[config.mk]
export PLATFORM = sky130hd
export DESIGN_NAME = fc_fold_sequencer
export DESIGN_NICKNAME = d
export VERILOG_FILES = /design/src/rtl/fc_fold_sequencer.sv
export SDC_FILE = /design/constraint.sdc
export NUM_CORES = 1
export LEC_CHECK = 0
export BUFFER_PORTS_ARGS = -buffer_cell sky130_fd_sc_hd__buf_2
export CORE_MARGIN = 8
export CORE_UTILIZATION = 30
export CTS_BUF_LIST = sky130_fd_sc_hd__clkbuf_4
export CTS_CLUSTER_DIAMETER = 30
export DETAILED_ROUTE_END_ITERATION = 10
export SLEW_MARGIN = 20
export SYNTH_ARGS = -nofsm -noshare
export SYNTH_HDL_FRONTEND = slang
export SYNTH_SLANG_ARGS = --single-unit
[constraint.sdc]
create_clock -name clk -period 7.6 [get_ports clk]
set_input_delay 1.52 -clock clk [delete_from_list [all_inputs] [get_ports clk]]
set_output_delay 1.52 -clock clk [all_outputs]
set_load 0.05 [all_outputs]
[src/rtl/fc_fold_sequencer.sv]
// Folded binarised fully-connected layer sequencer: streams weight chunks, XNORs them with
// the held input vector, and accumulates external adder-tree popcounts per output neuron.
module fc_fold_sequencer #(
  parameter int DIM_IN  = 110,
  parameter int DIM_OUT = 16,
  parameter int FOLD    = 1,
  parameter int CHUNK_W = (DIM_IN + FOLD - 1) / FOLD,
  parameter int SUM_W   = $clog2(DIM_IN + 1),
  parameter int TREE_W  = 1 + $clog2(CHUNK_W),
  parameter int ADDR_W  = $clog2(DIM_OUT * FOLD)
) (
  input  logic                     clk,
  input  logic                     rst,
  input  logic                     in_valid,
  output logic                     in_ready,
  input  logic [DIM_IN-1:0]        in_vec,
  output logic                     wgt_req,
  output logic [ADDR_W-1:0]        wgt_addr,
  input  logic [CHUNK_W-1:0]       wgt_rdata,
  output logic [CHUNK_W-1:0]       tree_addends,
  input  logic [TREE_W-1:0]        tree_sum,
  output logic                     out_valid,
  input  logic                     out_ready,
  output logic [DIM_OUT*SUM_W-1:0] out_sums,
  output logic                     busy
);
  localparam int PAD_W   = FOLD * CHUNK_W;
  localparam int N_W     = (DIM_OUT > 1) ? $clog2(DIM_OUT) : 1;
  localparam int C_W     = (FOLD > 1) ? $clog2(FOLD) : 1;
  localparam int C_SLOTS = 1 << C_W;

  typedef enum logic [1:0] {IDLE, RUN, DRAIN, DONE} state_t;
  state_t state, state_next;

  logic [PAD_W-1:0]   vec;
  logic [PAD_W-1:0]   pad_mask;
  logic [N_W-1:0]     n_cnt, n_d;
  logic [C_W-1:0]     c_cnt, c_d;
  logic [ADDR_W-1:0]  addr;
  logic               d_valid;
  logic [SUM_W-1:0]   acc [DIM_OUT];
  logic               accept, last_issue;
  logic [CHUNK_W-1:0] in_chunk  [C_SLOTS];
  logic [CHUNK_W-1:0] live_mask [C_SLOTS];

  assign accept     = in_valid && in_ready;
  assign last_issue = (n_cnt == N_W'(DIM_OUT - 1)) && (c_cnt == C_W'(FOLD - 1));
  assign wgt_addr   = addr;

  always_ff @(posedge clk or posedge rst) begin
    if (rst) state <= IDLE;
    else     state <= state_next;
  end

  always_comb begin
    state_next = state;
    in_ready   = 1'b0;
    wgt_req    = 1'b0;
    out_valid  = 1'b0;
    busy       = 1'b1;
    case (state)
      IDLE: begin
        in_ready = 1'b1;
        busy     = 1'b0;
        if (in_valid) state_next = RUN;
      end
      RUN: begin
        wgt_req = 1'b1;
        if (last_issue) state_next = DRAIN;
      end
      DRAIN: state_next = DONE;
      DONE: begin
        out_valid = 1'b1;
        if (out_ready) state_next = IDLE;
      end
      default: state_next = IDLE;
    endcase
  end

  // The delayed flag and (n_d, c_d) line up with wgt_rdata, which returns one cycle after each request.
  always_ff @(posedge clk or posedge rst) begin
    if (rst) begin
      vec     <= '0;
      n_cnt   <= '0;
      c_cnt   <= '0;
      n_d     <= '0;
      c_d     <= '0;
      addr    <= '0;
      d_valid <= 1'b0;
      for (int i = 0; i < DIM_OUT; i++) acc[i] <= '0;
    end else begin
      d_valid <= (state == RUN);
      n_d     <= n_cnt;
      c_d     <= c_cnt;
      if (accept) begin
        vec   <= PAD_W'(in_vec);
        n_cnt <= '0;
        c_cnt <= '0;
        addr  <= '0;
        for (int i = 0; i < DIM_OUT; i++) acc[i] <= '0;
      end else if (state == RUN && !last_issue) begin
        addr <= addr + 1'b1;
        if (c_cnt == C_W'(FOLD - 1)) begin
          c_cnt <= '0;
          n_cnt <= n_cnt + 1'b1;
        end else begin
          c_cnt <= c_cnt + 1'b1;
        end
      end
      if (d_valid) acc[n_d] <= acc[n_d] + SUM_W'(tree_sum);
    end
  end

  genvar gi;
  generate
    for (gi = 0; gi < PAD_W; gi++) begin : g_pad
      assign pad_mask[gi] = (gi < DIM_IN);
    end
    // Chunk slots beyond FOLD exist only so c_d can index a power-of-two array.
    for (gi = 0; gi < C_SLOTS; gi++) begin : g_chunk
      if (gi < FOLD) begin : g_live
        assign in_chunk[gi]  = vec[gi*CHUNK_W +: CHUNK_W];
        assign live_mask[gi] = pad_mask[gi*CHUNK_W +: CHUNK_W];
      end else begin : g_unused
        assign in_chunk[gi]  = '0;
        assign live_mask[gi] = '0;
      end
    end
    for (gi = 0; gi < DIM_OUT; gi++) begin : g_out
      assign out_sums[gi*SUM_W +: SUM_W] = acc[gi];
    end
  endgenerate

  assign tree_addends = d_valid ? (~(in_chunk[c_d] ^ wgt_rdata) & live_mask[c_d]) : '0;

endmodule

==> summary.md, run 1 <==
| Metric | Value |
|---|---|
| DRC Markers | 0 |
| Synth Area per Inst | 9.66 µm² |
| Layout cells sized above 1 | 36.9% |
| Setup crit start | n_d[0]$_DFF_PP0_ |
| Starting Density | 30.2% |
| RSZ-0062 raised after global routing | no |
| DIE AREA | 46300 µm² |
| Drt total wl | 42500 µm |
| Hold/Removal Path Class | reg -> reg |
| Initial DRC Count | 620 |
| WP data arrival | 5.34 ns |
| Async SR Flop Fraction | 100% |
| Max-slew violation count | 0 |
| Gr usage total | 18.0% |
| Grt ovf | 0 |
| Unique masters post-synth | 39 |
| Worst-skew pair later-pin latency | 0.74 ns |
| Static Leak | 8.19 nW |
| Synth top area share | 49.8% |
| Area of the core | 39500 µm² |
| Clock transition at path regs | 0.07 ns |
| First-pass GRT wire length | 66400 µm |
| Hold endpoint | n_d[1]$_DFF_PP0_ |
| Initial antenna violation count | 14 |
| TritonCTS clock tree | yes |
| CTS Root Cell | clkbuf_4 |
| Synthesized instance count | 1232 |
| Post-synth EDFFs | 0 |
| Largest net degree at the start of global routing | 141 |
| Critical Path RT | 8.19 ns |
| Slew HR | 26.0% |
| Beginning of the worst hold path | n_cnt[1]$_DFFE_PP0P_ |
| DR pass1 iterations | 5 |
| Kind of end point of the critical path | flop |
| Top post-synthesis cells by count | 349 x nand2_1, 237 x dfrtp_1, 116 x nand3_1 |
| Most common cell in the netlist | nand2_1 |
| Top cell type by total area after synthesis | dfrtp_1 |
| Syn Nets | 1477 |
| Area Growth Syn to Fin | 32.0% |
| R2R depth | 10 |
| # IOs | 462 |
| TNS Setup | 0 ns |
| Run status | finished, final reports clean |
| Cell depth of the worst min-delay path | 0 |
| R2R Setup Slk | 2.84 ns |
| Nets | 1941 |
| Most used DFF post-synth | dfrtp_1 |
| PwrDens | 470 nW/µm² |
| Tightest Pin Transition | 1.11 ns |
| Yosys reg bits | 237 |
| Routability Congestion | 0.843 |
| Port Buffers | 460 |
| Peak supply drop | 0.000227 V |
| Setup-failing EPs final | 0 |
| Critical Path Fanout Max | 19 |
| Min Clock Period, post-route | 4.76 ns |
| Yosys warnings | 0 |
| Final worst-path cycle share | 62.6% |
| Final std cell area, no fill | 15700 µm² |
| Routed Antenna Nets | 0 |
| Hold_buf cts | 0 |
| Mapped cell area | 11900 µm² |
| Reg2reg start | n_d[0]$_DFF_PP0_ |
| Fin. Hold Viols | 0 |
| Post-cts gate resize count | 0 |
| Clock Path Buffers | 3 |
| Design Power | 0.00739 W |
| Postcts setup bufs | 0 |
| Clock sink total | 237 |
| CTS Buf Count | 72 |
| WL per Instance | 18.6 µm |
| H-tree depth | 3 |
| Via density per instance | 4.70 |
| Dpl cell area | 14700 µm² |
| CP Launch Type | flop |
| Die width | 215 µm |
| Critical path class | reg -> reg |
| Largest cells by area after synthesis | dfrtp_1 50%, nand2_1 11%, xnor2_1 8.4%, mux4_2 6.1%, and2_1 5.8% |
| Row cnt | 73 |
| Die H | 215 µm |
| Fmax | 210 MHz |
| Sequential fraction of the synthesis area | 49.8% |
| Final HPWL from detailed placement | 31600 µm |
| Routed vias | 10724 |
| Vias in the first global route | 11463 |
| Worst R2R End | out_sums[13]$_DFF_PP0_ |
| Max_cap viols | 0 |
| Clk_skew | 0.0689 ns |
kinds of logic after synthesis:
kind of cell	Yosys count	synth area share [%]
mux	44	7.11
xor+xnor	119	8.76
simple gates	600	22.7
compound gates	127	6.91
buf+inv	92	3.23
fa+ha+maj	13	1.43
flops	237	49.8
per-layer routing:
layer / vias up / track usage [%] / wire length, µm
li1: 5056 / - / -
met1: 5039 / 20.5 / 16400
met2: 532 / 29.8 / 20300
met3: 89 / 8.01 / 4650
met4: 8 / 6.20 / 1080
met5: - / 0 / 53
report_power, final:
part / switching (W) / internal [W]
registers: 0.000453 / 0.00172
clock network: 0.000590 / 0.000794
logic: 0.00272 / 0.00111
total: 0.00376 / 0.00363
how the worst max path moves through the flow:
stage	to	slack, ns	cells after the start
global route	out_sums[6]$_DFF_PP0_	2.62	10
floorplan	d_valid$_DFF_PP0_	2.97	1
finish	out_sums[13]$_DFF_PP0_	2.84	10
CTS	out_sums[13]$_DFF_PP0_	2.80	10
detailed placement	out_sums[6]$_DFF_PP0_	2.79	10
global placement	out_sums[111]$_DFF_PP0_	2.90	10
cell usage in the layout (no fill, tap or decap), types with 2 or more instances in the layout:
cell type and count:
buf_2 460, nand2_1 348, dfrtp_1 235, nand3_1 116
xnor2_1 113, and2_1 110, clkbuf_4 102, o21ai_1 96
mux4_2 32, nor2_1 13, ha_1 12, mux2i_1 11
buf_4 11, clkinv_1 10, o31ai_4 7, inv_1 6
o31ai_1 6, clkinv_2 6, diode_2 5, a21o_1 5
bufinv_16 5, inv_2 4, clkinvlp_4 4, xor2_1 4
nor2b_1 3, o31ai_2 3, a2111oi_0 2, and3_1 2
a21oi_1 2, nand4_1 2, dfrtp_2 2
metrics by stage:
| stage | worst slack (ns) | utilization (%) | cells | hold WS [ns] |
|---|---|---|---|---|
| 2_1_floorplan | 2.97 | - | 1232 | 0.392 |
| 3_3_place_gp | 2.90 | 37.1 | 2147 | 0.427 |
| 3_5_place_dp | 2.79 | 37.1 | 2147 | 0.429 |
| 4_1_cts | 2.80 | 39.7 | 2275 | 0.447 |
| 5_1_grt | 2.62 | 39.8 | 2277 | 0.470 |
| 6_report | 2.84 | 39.8 | 2280 | 0.435 |
layout make-up:
| type | count | area (µm²) |
|---|---|---|
| well taps | 525 | 657 |
| fillers | 4061 | 23800 |
| clock inverters | 26 | 253 |
| repair buffers | 472 | 2400 |
| multi-input cells | 903 | 5640 |
| clock buffers | 102 | 766 |
| diodes | 5 | 12.5 |
| inverters | 10 | 41.3 |
| flip-flops and latches | 237 | 5930 |
flip-flops by register name, summed over array words and instances, names as in the netlist:
signal	count
out_sums	112
vec	110
n_cnt	4
n_d	4
wgt_addr	4
state	2
d_valid	1
critical path: stages (launching register included):
cell and delay (ns):
dfrtp_2 0.61, buf_4 0.42, mux4_2 0.59, mux4_2 0.47, ha_1 0.23, fa_1 0.43
a21o_1 0.18, a21oi_1 0.30, o21a_1 0.27, and3_1 0.92, o31ai_1 0.17
No activity file was read; power rests on OpenSTA's default activity.
==> run 2: changes to the inputs <==
==> constraint.sdc (replaced) <==
create_clock -name clk -period 4.7 [get_ports clk]
set_input_delay 0.94 -clock clk [delete_from_list [all_inputs] [get_ports clk]]
set_output_delay 0.94 -clock clk [all_outputs]
set_load 0.05 [all_outputs]
==> summary.md, run 2 (synthesized netlist as in run 1, its figures left out) <==
| Metric | Value |
|---|---|
| Critical Path Fanout Max | 22 |
| Routability Congestion | 0.844 |
| Clock transition at path regs | 0.06 ns |
| Fin. Hold Viols | 0 |
| R2R Setup Slk | 0.71 ns |
| Reg2reg start | n_d[0]$_DFF_PP0_ |
| Setup-failing EPs final | 0 |
| R2R depth | 10 |
| Drt total wl | 42900 µm |
| Initial antenna violation count | 17 |
| Starting Density | 30.2% |
| Slowest stage delay, CP | 0.87 ns |
| Row cnt | 73 |
| Crit-path cells | mux4_2 > mux4_2 > ha_1 > fa_1 > a21o_1 > a21oi_1 > o21a_1 > a21oi_2 > buf_4 > o31ai_1 |
| DRC Markers | 0 |
| CP Launch Type | flop |
| DIE AREA | 46300 µm² |
| Routed vias | 10691 |
| H-tree depth | 3 |
| # IOs | 462 |
| Static Leak | 8.24 nW |
| Peak supply drop | 0.000386 V |
| Max-slew violation count | 0 |
| Final worst-path cycle share | 84.9% |
| Worst R2R End | out_sums[6]$_DFF_PP0_ |
| RSZ-0062 raised after global routing | no |
| Min Clock Period, post-route | 3.99 ns |
| Layout cells sized above 1 | 36.8% |
| Routed Antenna Nets | 0 |
| Most frequent CP cell | mux4_2 |
| Post-cts gate resize count | 0 |
| Max_cap viols | 0 |
| Clock Path Buffers | 3 |
| Max FFs per register | 112 |
| Vias in the first global route | 11531 |
| Run status | finished, final reports clean |
| Port Buffers | 460 |
| Grt ovf | 0 |
| DR pass1 iterations | 5 |
| TNS Setup | 0 ns |
| WL per Instance | 18.7 µm |
| Clock sink total | 237 |
| Slowest CP cell | dfrtp_2 |
| Critical Path RT | 5.29 ns |
| Setup crit start | n_d[0]$_DFF_PP0_ |
| TritonCTS clock tree | yes |
| Tightest Pin Transition | 1.07 ns |
| Largest net degree at the start of global routing | 137 |
| CTS Buf Count | 73 |
| PwrDens | 760 nW/µm² |
| Most frequent cells in the layout | 460 x buf_2, 348 x nand2_1, 235 x dfrtp_1 |
| Final HPWL from detailed placement | 32000 µm |
| Hold_buf cts | 0 |
| Postcts setup bufs | 0 |
| Area of the core | 39500 µm² |
| Gr usage total | 18.2% |
| Initial DRC Count | 655 |
| CTS Root Cell | clkbuf_4 |
| Slew HR | 28.6% |
| WP data arrival | 4.58 ns |
| Worst-skew pair later-pin latency | 0.71 ns |
| Die H | 215 µm |
| Clk_skew | 0.0623 ns |
| Hold slack | 0.362 ns |
| Via density per instance | 4.67 |
| Kind of end point of the critical path | flop |
| First-pass GRT wire length | 66800 µm |
| Hold/Removal Path Class | in -> async |
| Most common library cell in the layout ignoring fill and taps | buf_2 |
| Die width | 215 µm |
| Fmax | 251 MHz |
| Critical path class | reg -> reg |
| Nets | 1951 |
| Area Growth Syn to Fin | 32.7% |
| Crit path to | out_sums[6]$_DFF_PP0_ |
==> run 2: worst max-delay path: cells and delay by family (launching register included) <==
kind | cells | cell delay [ns]
compound gates | 5 | 1.00
buf+inv | 1 | 0.24
fa+ha+maj | 2 | 0.66
flops | 1 | 0.87
mux | 2 | 1.07
==> run 2: layout make-up <==
cell class,instances,area (µm²)
tap,525,657
inverter,10,41.3
sequential,237,5930
clock buffer,95,713
multi-input combinational,903,5620
antenna,8,20.0
timing repair buffer,481,2510
clock inverter,32,302
fill,4090,23700
==> run 2: worst min-delay path by stage <==
stage                         start             endpoint  slack, ns
2_1_floorplan  n_cnt[3]$_DFFE_PP0P_     n_d[3]$_DFF_PP0_       0.39
3_3_place_gp   n_cnt[1]$_DFFE_PP0P_     n_d[1]$_DFF_PP0_       0.43
3_5_place_dp   n_cnt[3]$_DFFE_PP0P_     n_d[3]$_DFF_PP0_       0.44
4_1_cts                  in_vec[24]  vec[24]$_DFFE_PP0P_       0.30
5_1_grt                         rst  vec[21]$_DFFE_PP0P_       0.31
6_report                        rst  vec[21]$_DFFE_PP0P_       0.36
==> run 2: where the power goes <==
group	internal [W]	switching [W]
combinational	0.00187	0.00437
clock	0.00129	0.000945
sequential	0.00278	0.000752
==> run 2: per-stage QoR <==
stage,instances,cell area [µm²],utilization (%),total power (W),worst slack [ns]
5_1_grt,2287,15800,40.0,0.0128,0.532
3_3_place_gp,2156,14700,37.4,0.00973,0.530
6_report,2291,15800,40.0,0.0120,0.709
2_1_floorplan,1232,11900,-,0.00807,0.654
3_5_place_dp,2156,14700,37.4,0.00983,0.496
4_1_cts,2283,15800,39.9,0.0121,0.477
==> run 2: per-layer routing <==
metal / wire [µm] / vias to the layer above / share of wire [%] / track usage, %
li1: - / 5080 / - / -
met1: 16600 / 5067 / 39 / 20.5
met2: 21300 / 446 / 50 / 31.1
met3: 4070 / 84 / 9.5 / 7.94
met4: 824 / 14 / 1.9 / 4.86
met5: 90 / - / 0.21 / 0
